--- src/rtl/mux4_select_arbiter.sv ---
// ---------------------------------------------------------------------------
// mux4_select_arbiter
//
// Round-robin arbiter that drives the 2-bit select of a downstream 4:1 mux.
// Four requesters compete for the mux output. One owner holds the grant for
// at most MAX_HOLD consecutive cycles while others wait, then ownership
// rotates. All outputs are registered so the mux select is glitch-free.
//
// Build option:
//   MUX4_SELECT_FIXED_PRIO_EN  - when defined, arbitration is fixed priority
//                                (requester 0 highest). Hold expiry still
//                                applies. Ports, reset values and latency
//                                are identical in both builds.
//
// Parameters:
//   MAX_HOLD - max consecutive grant cycles while others wait (0 = unlimited)
//   CNT_W    - hold counter width, 2**CNT_W > MAX_HOLD
//
// Ports:
//   clk     in   1  rising-edge clock
//   rst     in   1  synchronous reset, active-high
//   req     in   4  level request vector, bit i = mux input i (A..D)
//   control out  2  registered mux select, index of current/last owner
//   grant   out  4  registered one-hot grant, zero when no owner
//   valid   out  1  registered, 1 when grant is non-zero
// ---------------------------------------------------------------------------
module mux4_select_arbiter #(
  parameter int MAX_HOLD = 4,
  parameter int CNT_W    = 3
) (
  input  logic       clk,
  input  logic       rst,
  input  logic [3:0] req,
  output logic [1:0] control,
  output logic [3:0] grant,
  output logic       valid
);

  typedef enum logic {
    IDLE  = 1'b0,
    GRANT = 1'b1
  } state_t;

  localparam logic [CNT_W-1:0] HOLD_LIM  = CNT_W'(MAX_HOLD);
  localparam logic [CNT_W-1:0] CNT_MAX   = {CNT_W{1'b1}};
  localparam logic [CNT_W-1:0] CNT_ONE   = CNT_W'(1);
  localparam bit               UNLIMITED = (MAX_HOLD == 0);

  state_t           state_reg,   state_next;
  logic [CNT_W-1:0] cnt_reg,     cnt_next;
  logic [1:0]       last_reg,    last_next;
  logic [1:0]       control_reg, control_next;
  logic [3:0]       grant_reg,   grant_next;
  logic             valid_reg,   valid_next;

  // ---------------------------------------------------------------------
  // Winner search: rotate req so the search start sits at bit 0, pick the
  // lowest set bit, then rotate the offset back into an absolute index.
  // The owner itself is the last position searched, so a lone requester
  // is re-granted at hold expiry.
  // ---------------------------------------------------------------------
  logic [1:0] search_base;
  logic [3:0] req_rot;
  logic [1:0] offset;
  logic [1:0] winner;
  logic       any_req;

`ifdef MUX4_SELECT_FIXED_PRIO_EN
  assign search_base = 2'd0;
`else
  assign search_base = last_reg + 2'd1;
`endif

  genvar gi;
  generate
    for (gi = 0; gi < 4; gi++) begin : g_rot
      assign req_rot[gi] = req[search_base + 2'(gi)];
    end
  endgenerate

  always_comb begin
    offset = 2'd0;
    if (req_rot[0])      offset = 2'd0;
    else if (req_rot[1]) offset = 2'd1;
    else if (req_rot[2]) offset = 2'd2;
    else if (req_rot[3]) offset = 2'd3;
  end

  assign any_req = |req;
  assign winner  = search_base + offset;

  // ---------------------------------------------------------------------
  // State register
  // ---------------------------------------------------------------------
  always_ff @(posedge clk) begin
    if (rst) begin
      state_reg   <= IDLE;
      cnt_reg     <= '0;
      last_reg    <= 2'd3;  // first search starts at requester 0
      control_reg <= 2'b00;
      grant_reg   <= 4'b0000;
      valid_reg   <= 1'b0;
    end else begin
      state_reg   <= state_next;
      cnt_reg     <= cnt_next;
      last_reg    <= last_next;
      control_reg <= control_next;
      grant_reg   <= grant_next;
      valid_reg   <= valid_next;
    end
  end

  // ---------------------------------------------------------------------
  // Next-state / output logic
  // ---------------------------------------------------------------------
  logic keep;

  always_comb begin
    state_next   = state_reg;
    cnt_next     = cnt_reg;
    last_next    = last_reg;
    control_next = control_reg;
    grant_next   = grant_reg;
    valid_next   = valid_reg;
    keep         = 1'b0;

    case (state_reg)
      IDLE: begin
        if (any_req) begin
          state_next   = GRANT;
          grant_next   = 4'b0001 << winner;
          control_next = winner;
          valid_next   = 1'b1;
          cnt_next     = CNT_ONE;
          last_next    = winner;
        end else begin
          // control deliberately keeps the last owner's index
          grant_next = 4'b0000;
          valid_next = 1'b0;
        end
      end

      GRANT: begin
        keep = req[last_reg] && (UNLIMITED || (cnt_reg < HOLD_LIM));
        if (keep) begin
          // Saturation only matters for unlimited hold
          if (cnt_reg != CNT_MAX) begin
            cnt_next = cnt_reg + CNT_ONE;
          end
        end else if (any_req) begin
          // Direct hand-over, no idle bubble between owners
          grant_next   = 4'b0001 << winner;
          control_next = winner;
          valid_next   = 1'b1;
          cnt_next     = CNT_ONE;
          last_next    = winner;
        end else begin
          state_next = IDLE;
          grant_next = 4'b0000;
          valid_next = 1'b0;
        end
      end

      default: begin
        state_next = IDLE;
      end
    endcase
  end

  assign control = control_reg;
  assign grant   = grant_reg;
  assign valid   = valid_reg;

endmodule
--- config.mk ---
export PLATFORM = sky130hd
export DESIGN_NAME = mux4_select_arbiter
export DESIGN_NICKNAME = d
export VERILOG_FILES = /design/src/rtl/mux4_select_arbiter.sv
export SDC_FILE = /design/constraint.sdc
export NUM_CORES = 1
export LEC_CHECK = 0
export BUFFER_PORTS_ARGS = -buffer_cell sky130_fd_sc_hd__buf_4
export CAP_MARGIN = 20
export CELL_PAD_IN_SITES_DETAIL_PLACEMENT = 0
export CELL_PAD_IN_SITES_GLOBAL_PLACEMENT = 2
export CORE_UTILIZATION = 29
export CTS_CLUSTER_SIZE = 20
export DETAILED_ROUTE_END_ITERATION = 8
export GPL_TIMING_DRIVEN = 0
export PLACE_DENSITY = 0.68
export SKIP_CTS_REPAIR_TIMING = 1
export SLEW_MARGIN = 20
export SYNTH_ARGS = -nofsm -noshare
export SYNTH_HDL_FRONTEND = slang
export SYNTH_SLANG_ARGS = --single-unit
--- constraint.sdc ---
create_clock -name clk -period 2.1 [get_ports clk]
set_input_delay 0.105 -clock clk [delete_from_list [all_inputs] [get_ports clk]]
set_output_delay 0.105 -clock clk [all_outputs]
set_load 0.01 [all_outputs]
==> results.yml <==
final_layout:
  diodes: 0
  nets: 105
  largest_reg_flops: 4
  final_util: 0.400
  stdcell_area_sq_um: 928
  drive_gt1_frac: 0.379
  syn2layout_area_growth_pct: 24.7
clocking:
  cts_root_buf: "clkbuf_4"
  numCtsBuffers: 3
  clk_pin_slew_ns: 0.08
  cts.sinks: 13
  clk_latency_ns: 0.27
  cts_tree: "yes"
  htree_levels: 1
  cts_buffer_depth: 2
logic_synthesis:
  synth-simple-area-share: 0.210
  ys_seq_area_frac: 0.350
  yosysUniqueCellTypes: 33
  synth_nets: 91
  synth_top_family_by_area: "compound AO/OA/AOI/OAI gates"
  synth_most_common_cell: "dfxtp_1"
  synth_top_area_cell: "dfxtp_1"
  yosys.area_share.adder: 0.0504
  synth_compound_area_frac: 0.227
  synth_xor_area_frac: 0.0471
  synth_common_cells: "dfxtp_1 (13), nor2_1 (11), buf_2 (6)"
  synthFlopType: "dfxtp_1"
  synthMuxAreaShare: 0.0303
  syn_area_per_cell_sq_um: 9.08
  synthCells: 82
  synth_top_cell_area_share: 0.350
  yosysWarnings: 0
  synth_seq_cells: 13
  async_flop_share: 0
  synth_area_sq_um: 744
  synthTopCellsByArea: "dfxtp_1 (35%), nor2_1 (5.5%), a32o_1 (5.4%)"
  synth_edf_count: 0
drt:
  routed-via-count: 632
  wl_per_cell_um: 13.2
  drc: 0
  drt-vias-per-instance: 5.14
  firstDrtPassIters: 4
  drt_iter0_drc: 9
  routed_wl_um: 1620
  antenna_left: 0
floorplanning:
  pin_count: 13
  die_w_um: 52.7
  core-area_sq_um: 2320
  start_util: 0.321
  placementRows: 17
  die_y_um: 52.7
  die-area_sq_um: 2770
setup_path:
  crit_family: "XOR/XNOR gates"
  end_kind: "register"
  cp_common_cell: "xor2_2"
  critical_path_class: "reg -> reg"
  cpPeakStageDelay_ns: 0.41
  cp_slowest_cell: "or4_4"
  cp_cell_sequence: "buf_8 > or4_4 > o2111ai_2 > ha_2 > xor2_2 > xnor2_2 > xor2_2 > o21ai_1"
  arrival_ns: 2.22
  reg2reg_to: "last_reg[1]"
  reg2reg_from: "last_reg[0]"
  r2r_slack_ns: 0.04
  crit_fanout: 5
  startpoint_type: "register"
  r2r_cells: 8
  cp_data_required_time_ns: 2.26
  worst-path-buf-inv: 1
timing:
  finalCritPeriodShare: 0.981
  max_freq_ghz: 0.486
  period_minus_slack_ns: 2.06
  finalMaxSlewViolations: 0
  setup_viol: 0
  hold_viol_final: 0
  hold_ws_ns: 0.153
  worst_pin_slew_ns: 0.666
  skew_ns: 0.00353
  rsz0062_at_grt: "yes"
  slew_headroom: 0.552
  setup_tns_ns: 0
placement:
  post_dp_cell_area_sq_um: 832
  hpwl_um: 1130
  io_buffers: 7
  globalplace.congestion: 0.731
power_and_ir_drop:
  pwr-share-comb: 0.579
  p_sw_mw: 0.480
  leakage_nw: 0.381
  switching_share: 0.393
  internal_power_mw: 0.743
  powerDensity_nw_per_um2: 1320
  p_total_mw: 1.22
  irDropWorstVdd_v: 0.000459
  pwr-share-seq: 0.295
  clockPowerShare: 0.126
global_route:
  grt_overflow_total: 0
  antenna_found_initial: 0
  grt.total_usage: 0.136
  grt_pass1_wl_um: 2700
  grt_pass1_vias: 610
  grt_max_degree: 11
hold_path:
  whs_path_depth: 2
  hp-class: "in -> reg"
  holdCritStartpoint: "rst"
  hold_path_end: "control[0]"
run_status:
  outcome: "finished clean"
job:
  cap_violations: 0
[layer usage]
layer / up-vias / routed length (um) / track usage
met3: 0 / 43 / 0.0609
met2: 7 / 745 / 0.215
met1: 298 / 832 / 0.168
met4: 0 / 0 / 0.0263
met5: - / 0 / 0
li1: 327 / - / -
[metrics by stage]
step,setup WS [ns],cells
detailed placement,-0.256,117
global placement,-0.237,117
floorplan,0.0110,82
global route,-0.0955,123
CTS,-0.281,121
finish,0.0403,123
[power by group through the flow]
stage / Combinational, mW / Sequential [mW] / Clock [mW]
floorplan: 0.407 / 0.381 / 0
global placement: 0.598 / 0.358 / 0
detailed placement: 0.598 / 0.362 / 0
CTS: 0.600 / 0.357 / 0.163
global route: 0.780 / 0.373 / 0.178
finish: 0.708 / 0.361 / 0.154
[worst max path at each step]
stage | slack [ns] | end | cells past startpoint | from
2_1_floorplan | 0.01 | last_reg[1] | 8 | last_reg[0]
3_5_place_dp | -0.26 | last_reg[1] | 8 | last_reg[0]
6_report | 0.04 | last_reg[1] | 8 | last_reg[0]
5_1_grt | -0.1 | grant[1] | 11 | last_reg[0]
3_3_place_gp | -0.24 | last_reg[1] | 8 | last_reg[0]
4_1_cts | -0.28 | last_reg[1] | 8 | last_reg[0]
[layout make-up]
cell class,instances,area (sq um)
buffer,8,62.6
clock buffer,4,26.3
fill,240,1390
multi-input combinational,58,458
timing repair buffer,9,71.3
tap,28,35.0
inverter,3,13.8
sequential,13,262
[worst register-to-register path, delay by kind of cell, from the launching register on]
kind                       cells  cell delay, ns
xor gates and xnor gates       3            0.63
and+or+nand+nor                1            0.41
DFF                            1            0.33
AOI/OAI and AO/OA              2            0.22
adders and majority gates      1            0.22
buffers and inverters          1            0.13
[layout by cell type (no fill, tap or decap), types with 2 or more instances in the layout]
cell	n
nor4_1	2
inv_1	2
nand2_1	4
xor2_2	2
clkbuf_4	3
ha_1	2
a32o_1	4
a21oi_1	3
nor2_1	11
nor2b_1	2
dfxtp_1	12
nor4_2	2
o22ai_1	2
buf_2	5
a211oi_1	2
buf_4	8
buf_6	3
a22oi_1	2
o211ai_1	2
[cell families (layout without fill, tap and decap cells)]
| logic type | Yosys count | count (layout) |
|---|---|---|
| XOR/XNOR | 4 | 4 |
| multiplexers | 1 | 1 |
| flip-flops | 13 | 13 |
| AND/OR/NAND/NOR | 28 | 28 |
| adder cells (fa/ha/maj) | 3 | 3 |
| AO/OA/AOI/OAI | 22 | 22 |
| buffers and inverters | 11 | 24 |
(Power assumes the default switching activity.)
